==> src/rtl/hex_led_pkg.sv <==
`default_nettype none
// +----------------------------------------------------------------------+
// | hex_led_pkg : 7-segment glyph constants and page type                |
// | Revision    : 1.0                                                    |
// +----------------------------------------------------------------------+
package hex_led_pkg;

  localparam logic [6:0] SEG_BLANK = 7'h7F;
  localparam logic [6:0] SEG_P     = 7'b0001100;
  localparam logic [6:0] SEG_ZERO  = 7'b1000000;

  // Active-low {g,f,e,d,c,b,a}; entry 0 is the rightmost element, "b"/"d" lowercase.
  localparam logic [15:0][6:0] SEG_GLYPHS = {
    7'b0001110, 7'b0000110, 7'b0100001, 7'b1000110,
    7'b0000011, 7'b0001000, 7'b0010000, 7'b0000000,
    7'b1111000, 7'b0000010, 7'b0010010, 7'b0011001,
    7'b0110000, 7'b0100100, 7'b1111001, 7'b1000000
  };

  typedef enum logic {
    PAGE_LO = 1'b0,
    PAGE_HI = 1'b1
  } page_e;

endpackage
`default_nettype wire

==> src/rtl/hex_led_display_sink_hex7seg_enc.sv <==
`default_nettype none
// +----------------------------------------------------------------------+
// | hex7seg_enc : 4-bit nibble to active-low 7-segment glyph             |
// | Revision    : 1.0                                                    |
// +----------------------------------------------------------------------+
module hex7seg_enc
  import hex_led_pkg::*;
(
  input  logic [3:0] nibble_in,
  output logic [6:0] seg_out
);

  assign seg_out = SEG_GLYPHS[nibble_in];

endmodule
`default_nettype wire

==> src/rtl/hex_led_display_sink.sv <==
`default_nettype none
// +----------------------------------------------------------------------+
// | hex_led_display_sink : debounced hex/LED word renderer with paging   |
// | Revision             : 1.0                                           |
// +----------------------------------------------------------------------+
module hex_led_display_sink
  import hex_led_pkg::*;
#(
  parameter int STABLE_CYCLES = 1024,
  parameter int PAGE_CYCLES   = 50000000,
  parameter int FLASH_CYCLES  = 5000000
) (
  input  logic        clk_clk,
  input  logic        reset_reset_n,
  input  logic [31:0] readdata_in,
  input  logic        page_mode_in,
  input  logic        page_sel_in,
  output logic [6:0]  hex0_out,
  output logic [6:0]  hex1_out,
  output logic [6:0]  hex2_out,
  output logic [6:0]  hex3_out,
  output logic [6:0]  hex4_out,
  output logic [6:0]  hex5_out,
  output logic [9:0]  ledr_out,
  output logic        update_pulse_out
);

  localparam int SW = $clog2(STABLE_CYCLES);
  localparam int PW = (PAGE_CYCLES > 1) ? $clog2(PAGE_CYCLES) : 1;
  localparam int FW = $clog2(FLASH_CYCLES + 1);
  localparam logic [SW-1:0] STAB_LAST  = SW'(STABLE_CYCLES - 1);
  localparam logic [PW-1:0] PAGE_LAST  = PW'(PAGE_CYCLES - 1);
  localparam logic [FW-1:0] FLASH_LOAD = FW'(FLASH_CYCLES);

  logic [31:0]      sample_q, sample_d;
  logic [31:0]      shown_q, shown_d;
  logic [SW-1:0]    stab_cnt_q, stab_cnt_d;
  logic             accept_q, accept_d;
  logic [FW-1:0]    flash_cnt_q, flash_cnt_d;
  logic [PW-1:0]    page_tmr_q, page_tmr_d;
  page_e            page_q, page_d;
  logic             manual_q, manual_d;
  logic             pulse_q, pulse_d;
  logic [5:0][6:0]  hex_q, hex_d;
  logic [9:0]       ledr_q, ledr_d;
  logic [5:0][6:0]  seg_w;
  logic             match;

  for (genvar gi = 0; gi < 6; gi++) begin : g_digit
    logic [3:0] nib;
    if (gi < 2) begin : g_pageable
      assign nib = (page_q == PAGE_HI) ? shown_q[24+4*gi +: 4] : shown_q[4*gi +: 4];
    end else begin : g_fixed
      assign nib = shown_q[4*gi +: 4];
    end
    hex7seg_enc u_enc (
      .nibble_in (nib),
      .seg_out   (seg_w[gi])
    );
  end

  always_comb begin
    sample_d = readdata_in;
    match    = (readdata_in == sample_q);

    if (!match)                    stab_cnt_d = '0;
    else if (stab_cnt_q == STAB_LAST) stab_cnt_d = stab_cnt_q;
    else                           stab_cnt_d = stab_cnt_q + SW'(1);

    // Acceptance is decided one cycle ahead and committed on the next edge;
    // the !accept_q term stops the still-true condition from re-arming.
    accept_d = match && (stab_cnt_q == STAB_LAST) && (sample_q != shown_q) && !accept_q;
    shown_d  = accept_q ? sample_q : shown_q;
    pulse_d  = accept_q;

    if (accept_q)               flash_cnt_d = FLASH_LOAD;
    else if (flash_cnt_q != '0) flash_cnt_d = flash_cnt_q - FW'(1);
    else                        flash_cnt_d = flash_cnt_q;

    manual_d   = page_mode_in;
    page_d     = page_q;
    page_tmr_d = page_tmr_q;
    if (page_mode_in) begin
      page_d     = page_e'(page_sel_in);
      page_tmr_d = '0;
    end else if (accept_q || manual_q || (shown_q[31:24] == 8'h00)) begin
      page_d     = PAGE_LO;
      page_tmr_d = '0;
    end else if (page_tmr_q == PAGE_LAST) begin
      page_d     = (page_q == PAGE_LO) ? PAGE_HI : PAGE_LO;
      page_tmr_d = '0;
    end else begin
      page_tmr_d = page_tmr_q + PW'(1);
    end

    hex_d = seg_w;
    if (page_q == PAGE_HI) begin
      hex_d[2] = SEG_BLANK;
      hex_d[3] = SEG_BLANK;
      hex_d[4] = SEG_BLANK;
      hex_d[5] = SEG_P;
    end
    ledr_d = {(flash_cnt_q != '0), (page_q == PAGE_HI), shown_q[31:24]};
  end

  always_ff @(posedge clk_clk or negedge reset_reset_n) begin
    if (!reset_reset_n) begin
      sample_q    <= '0;
      shown_q     <= '0;
      stab_cnt_q  <= '0;
      accept_q    <= 1'b0;
      flash_cnt_q <= '0;
      page_tmr_q  <= '0;
      page_q      <= PAGE_LO;
      manual_q    <= 1'b0;
      pulse_q     <= 1'b0;
      hex_q       <= {6{SEG_ZERO}};
      ledr_q      <= '0;
    end else begin
      sample_q    <= sample_d;
      shown_q     <= shown_d;
      stab_cnt_q  <= stab_cnt_d;
      accept_q    <= accept_d;
      flash_cnt_q <= flash_cnt_d;
      page_tmr_q  <= page_tmr_d;
      page_q      <= page_d;
      manual_q    <= manual_d;
      pulse_q     <= pulse_d;
      hex_q       <= hex_d;
      ledr_q      <= ledr_d;
    end
  end

  assign hex0_out         = hex_q[0];
  assign hex1_out         = hex_q[1];
  assign hex2_out         = hex_q[2];
  assign hex3_out         = hex_q[3];
  assign hex4_out         = hex_q[4];
  assign hex5_out         = hex_q[5];
  assign ledr_out         = ledr_q;
  assign update_pulse_out = pulse_q;

endmodule
`default_nettype wire
==> config.mk <==
export PLATFORM = sky130hd
export DESIGN_NAME = hex_led_display_sink
export DESIGN_NICKNAME = d
export VERILOG_FILES = /design/src/rtl/hex_led_pkg.sv /design/src/rtl/hex_led_display_sink_hex7seg_enc.sv /design/src/rtl/hex_led_display_sink.sv
export SDC_FILE = /design/constraint.sdc
export NUM_CORES = 1
export LEC_CHECK = 0
export ABC_AREA = 1
export CAP_MARGIN = 20
export CORE_MARGIN = 2
export CORE_UTILIZATION = 35
export CTS_CLUSTER_DIAMETER = 40
export DETAILED_ROUTE_END_ITERATION = 10
export GPL_ROUTABILITY_DRIVEN = 0
export RECOVER_POWER = 50
export SYNTH_ARGS = -nofsm -noshare
export SYNTH_HDL_FRONTEND = slang
export SYNTH_SLANG_ARGS = --single-unit
==> constraint.sdc <==
create_clock -name clk_clk -period 2.7 [get_ports clk_clk]
set_input_delay 0.405 -clock clk_clk [delete_from_list [all_inputs] [get_ports clk_clk]]
set_output_delay 0.405 -clock clk_clk [all_outputs]
set_load 0.05 [all_outputs]
==> impl_metrics.ini, run 1 <==
[layout]
fin_area_mm2 = 0.01114
antenna-diode-count = 0
fin_nets = 1353
syn_to_final_growth_pct = 20.42
final_common_cell = nand2_1
drive_gt1_share_pct = 5.495
final_cell_mix = 325 x nand2_1, 172 x dfrtp_1, 164 x inv_1, 144 x nor2_1, 91 x o21ai_0
post-route-util_pct = 42.88

[hold_path]
holdCritStartpoint = shown_q[29]$_DFFE_PN0P_
holdPathEnd = ledr_out[5]$_DFF_PN0_
holdPathStages = 0
holdCritPathClass = reg2reg

[placement]
place_ws_ns = 0.3194
port_buffers = 88
placed_area_mm2 = 0.01055
hpwlAfterDp_mm = 15.17

[drt]
first_pass_iters = 5
via_per_inst = 4.716
wl_per_cell_um = 12.76
drc = 0
drtIter0Drc = 538
vias = 7673
finalWirelength_mm = 20.76
detail-route-antenna-nets = 0

[floorplanning]
pin_count = 89
start_util_pct = 35.61
die_h_um = 166.6
die_area_mm2 = 0.02775
rows = 59
dieWidth_um = 166.6
coreArea_mm2 = 0.02598

[sta]
slew_viol_final = 64
slew_headroom_pct = -11.87
period_needed_ns = 2.146
finalSetupTns_ns = 0
rsz0062_at_grt = false
setup_viol = 0
min_period_over_period_pct = 79.49
skew_ns = 0.01155
fin_ws_ns = 0.5539
fmaxAchievable_ghz = 0.4660
hold_violations = 0
tightest_slew_ns = 1.678

[clock_tree]
cts.clk_slew.worst_paths_ns = 0.07
cts_made_buffers = 17
cts_tree = done
clk_path_buf_depth = 2
htree_levels = 4
cts_sinks = 179
cts_setup_buffers = 0
cts_resized = 0
clk_latency_ns = 0.43
cts_root_buf = clkbuf_16

[yosys]
synth_top_cell_by_area = dfrtp_1
postSynthNetCount = 1257
synthDistinctLibCells = 42
synth_area_mm2 = 0.009253
synth.area.top_cells = dfrtp_1 47%, nand2_1 13%, inv_1 6.7%
synth_cells = 1183
yosysWarnings = 0
synth_top_cell_area_share_pct = 46.79
ys_seq_elements = 179
ys_seq_area_share_pct = 48.49
avgSynthCellArea_um2 = 7.821

[setup_path]
r2r_slack_ns = 0.56
cp.depth = 3
worst-path-max-fanout = 64
reg2regPathDepth = 5
cpMaxStageDelayCell = clkbuf_2
cp.buffers_inverters = 3
cpPeakStageDelay_ns = 1.18
timing.rr.end = hex0_out[0]$_DFF_PN0_
arrival_ns = 2.68
cp-start-kind = input port
path_delay_family = buffers and inverters
crit_type = in2async
crit_path_cell_trace = dlygate4sd3_1 > clkbuf_2 > buf_4
crit_path_end_kind = async pin
timing.rr.start = page_q$_DFFE_PN0P_
crit_required_ns = 3.24

[grt]
grt_pass1_vias = 7220
grt_pass1_wl_mm = 35.22
grt.total_usage_pct = 15.48
overflow = 0
grt_max_degree = 69
grt_antenna_before_repair = 1

[power]
ir_drop_mv = 0.3231
p_leak_nw = 5.540
power.total_mw = 5.805
p_per_area_mw_per_mm2 = 521.0

[outcome]
violations = capacitance limit, slew limit
outcome = complete, but fails checks

[job]
cap_violations = 1
[flip-flops by register name, indices dropped and copies added (netlist names)]
| signal | flops |
|---|---|
| manual_q | 1 |
| hex1_out | 7 |
| shown_q | 32 |
| sample_q | 32 |
| hex5_out | 7 |
| ledr_out | 10 |
| page_q | 1 |
| update_pulse_out | 1 |
| accept_q | 1 |
| hex0_out | 7 |
| stab_cnt_q | 10 |
| hex2_out | 7 |
| flash_cnt_q | 23 |
| page_tmr_q | 26 |
| hex3_out | 7 |
| hex4_out | 7 |
[synthesized netlist by cell type, drive strengths merged]
cell type,instances
nor4,1
nor2,155
clkinv,2
o21a,2
o2111ai,1
xnor2,6
ha,38
xor2,19
o31ai,7
a21boi,1
o211ai,6
o21bai,1
a211oi,3
a221oi,1
o22ai,1
a21oi,41
nor3,30
clkbuf,18
nand4,24
o221ai,1
nand2,327
dfrtp,173
buf,3
nand3,45
a31oi,5
inv,166
dfstp,6
o21ai,97
a31o,1
or2,1
and3,1
[final cells by class]
type                       count  area (um2)
clock inverter                11       127.6
multi-input combinational    815        4046
tap                          335       419.2
fill                        2594       14840
sequential                   179        4488
inverter                     168       630.6
clock buffer                  21       470.5
timing repair buffer          98       959.7
[stage by stage]
step                hold slack, ns  std cells
floorplan                   0.1094       1183
global placement            0.3851       1594
detailed placement          0.3874       1594
CTS                         0.4032       1627
global route                0.4220       1627
finish                      0.4026       1627
[metal layers]
metal	GRT usage, %	up-vias	wire length (um)
li1	-	3935	-
met1	20.69	3566	9823
met2	25.15	132	9720
met3	2.804	38	713
met4	5.772	2	488
met5	0	-	11
[logic make-up after synthesis]
| group | share of synthesized area [%] |
|---|---|
| buffers and inverters | 7.776 |
| AO/OA/AOI/OAI | 10.03 |
| AND/OR/NAND/NOR | 26.19 |
| flip-flops | 48.49 |
| XOR/XNOR | 2.366 |
| adder cells (fa/ha/maj) | 5.139 |
[worst max path at each step]
stage	startpoint	end	slack, ns
after global routing	reset_reset_n	hex0_out[6]$_DFF_PN1_	0.23
after global placement	readdata_in[26]	stab_cnt_q[1]$_DFFE_PN0P_	0.38
after floorplan	page_q$_DFFE_PN0P_	hex0_out[0]$_DFF_PN0_	0.84
after detailed placement	readdata_in[26]	stab_cnt_q[2]$_DFFE_PN0P_	0.32
final	reset_reset_n	hex1_out[6]$_DFF_PN1_	0.55
after CTS	hex1_out[6]$_DFF_PN1_	hex1_out[6]	0.52
[timing repair]
item | in CTS | in global routing
endpoints found under the hold margin | 47 | 0
endpoints found under the setup margin | 0 | 0
hold buffers | 1 | 0
[power by group]
part | internal (mW) | switching, mW | total, mW
sequential | 2.75 | 0.0382 | 2.78
clock | 1.44 | 1.07 | 2.52
combinational | 0.170 | 0.333 | 0.503
(Power assumes the default switching activity.)
==> inputs of run 2 (changes only) <==
==> constraint.sdc (replaced) <==
create_clock -name clk_clk -period 2 [get_ports clk_clk]
set_input_delay 0.3 -clock clk_clk [delete_from_list [all_inputs] [get_ports clk_clk]]
set_output_delay 0.3 -clock clk_clk [all_outputs]
set_load 0.05 [all_outputs]
==> run 2 against run 1 <==
  * The run now ends clean
  * Design area grew 1.3%
  * Register-to-register slack lost 0.40 ns
  * Highest routed layer unchanged
  * Final cell count grew 1.1%
  * Critical endpoint is now ledr_out[6]
  * Largest power group unchanged
  * Clock skew grew 0.00053 ns
==> impl_metrics.ini, run 2 (synthesis results as in run 1) <==
[outcome]
outcome = complete, no violations

[clock_tree]
cts_sinks = 179
cts_tree = done
htree_levels = 4
clk_path_buf_depth = 2
clk_latency_ns = 0.43
cts_root_buf = clkbuf_16
cts.clk_slew.worst_paths_ns = 0.07
cts_made_buffers = 17

[floorplanning]
coreArea_mm2 = 0.02598
die_area_mm2 = 0.02775
dieWidth_um = 166.6
rows = 59
start_util_pct = 35.61
pin_count = 89
die_h_um = 166.6

[setup_path]
setup.worst_path.start = ledr_out[6]$_DFF_PN0_
timing.rr.start = page_q$_DFFE_PN0P_
path_delay_family = buffers and inverters
r2r_slack_ns = 0.16
worst-path-max-fanout = 1
reg2regPathDepth = 7
cpMaxStageDelayCell = clkdlybuf4s50_1
crit_required_ns = 1.70
cp.buffers_inverters = 1
timing.rr.end = hex1_out[2]$_DFF_PN0_
setup.worst_path.end = ledr_out[6]
crit_path_cell_trace = clkdlybuf4s50_1
cpPeakStageDelay_ns = 0.84
arrival_ns = 1.59
cp-start-kind = flip-flop
crit_path_end_kind = output pin
crit_type = reg2out
cp.depth = 1

[sta]
skew_ns = 0.01208
setup_viol = 0
tightest_slew_ns = 1.126
slew_headroom_pct = 24.90
fmaxAchievable_ghz = 0.5297
slew_viol_final = 0
period_needed_ns = 1.888
hold_violations = 0
min_period_over_period_pct = 94.40
fin_ws_ns = 0.1120

[power]
p_leak_nw = 5.641
ir_drop_mv = 0.4706
p_per_area_mw_per_mm2 = 698.8

[layout]
fin_nets = 1371
largest_registers = sample_q (32), shown_q (32), page_tmr_q (26)
antenna-diode-count = 0
final_cell_mix = 325 x nand2_1, 171 x dfrtp_1, 164 x inv_1, 143 x nor2_1, 91 x o21ai_0
syn_to_final_growth_pct = 21.96
final_common_cell = nand2_1
fin_area_mm2 = 0.01128
drive_gt1_share_pct = 7.023
fillers = 2595

[drt]
drc = 0
first_pass_iters = 5
via_per_inst = 4.660
drtIter0Drc = 564
detail-route-antenna-nets = 0
finalWirelength_mm = 21.20
wl_per_cell_um = 12.89
vias = 7665

[placement]
placed_area_mm2 = 0.01069
hpwlAfterDp_mm = 15.63
place_ws_ns = -0.1216
port_buffers = 88

[grt]
grt_antenna_before_repair = 1
grt.total_usage_pct = 15.61
overflow = 0
grt_max_degree = 63
grt_pass1_vias = 7298
grt_pass1_wl_mm = 35.54

[hold_path]
holdCritStartpoint = shown_q[24]$_DFFE_PN0P_
holdCritPathClass = reg2reg

[job]
cap_violations = 0
==> run 2: cell count changes in the layout (fill, tap and decap cells not counted), sizes merged <==
cell and change:
buf +19, inv +3, dlygate4sd2 +6, clkinv +1, clkbuf -5, bufinv +1, clkinvlp -1, clkdlybuf4s50 -6
==> run 2: worst reg2reg max path, cell delays in order (launching register included) <==
cell	delay (ns)
dfrtp_2	0.49
buf_4	0.20
o21ai_0	0.16
buf_4	0.16
inv_1	0.06
ha_1	0.22
o21ai_0	0.22
a21boi_0	0.24
==> run 2: area by class of cell <==
cell class,instances,area (um2),share of cell area [%]
Sequential cell,179,4489,39.78
Tap cell,335,419.2,3.714
Timing Repair Buffer,116,1082,9.591
Multi-Input combinational cell,815,4060,35.98
Clock buffer,17,425.4,3.770
Clock inverter,15,177.7,1.574
Inverter,168,630.6,5.588
==> run 2: layer usage <==
layer	up-vias	track usage [%]	wire [um]
met2	142	26.28	10240
met1	3535	20.73	9947
met4	2	4.085	220
met3	15	2.923	780
li1	3971	-	-
met5	-	0	16
==> run 2: worst min path at each step <==
stage / cells after the start / end
finish: 0 / ledr_out[0]$_DFF_PN0_
global placement: 1 / hex5_out[4]$_DFF_PN0_
global route: 0 / ledr_out[0]$_DFF_PN0_
floorplan: 0 / accept_q$_DFF_PN0_
CTS: 2 / hex4_out[4]$_DFF_PN0_
detailed placement: 1 / hex4_out[5]$_DFF_PN0_
==> run 2: where the power goes <==
part / internal (mW) / total (mW) / switching, mW
Sequential: 3.71 / 3.76 / 0.0514
Clock: 1.98 / 3.44 / 1.46
Combinational: 0.234 / 0.686 / 0.452
Total: 5.92 / 7.89 / 1.97
==> run 2: repair_timing <==
item | 4_1_cts | 5_1_grt
hold buffers | 1 | 0
setup buffers | 0 | 0
pin swaps | 0 | 0
hold endpoints to repair | 32 | 0
endpoints found under the setup margin | 6 | 8
gates resized for setup | 6 | 4
==> run 2: stage by stage <==
stage	TNS (ns)	hold WS (ns)	cells	util, %	power, mW
4_1_cts	0	0.3443	1645	43.49	8.035
2_1_floorplan	0	0.004409	1183	-	4.194
3_3_place_gp	-0.5162	0.2306	1612	41.15	4.542
5_1_grt	-0.01269	0.4261	1645	43.43	8.229
3_5_place_dp	-0.8600	0.2310	1612	41.15	4.546
6_report	0	0.4011	1645	43.43	7.886
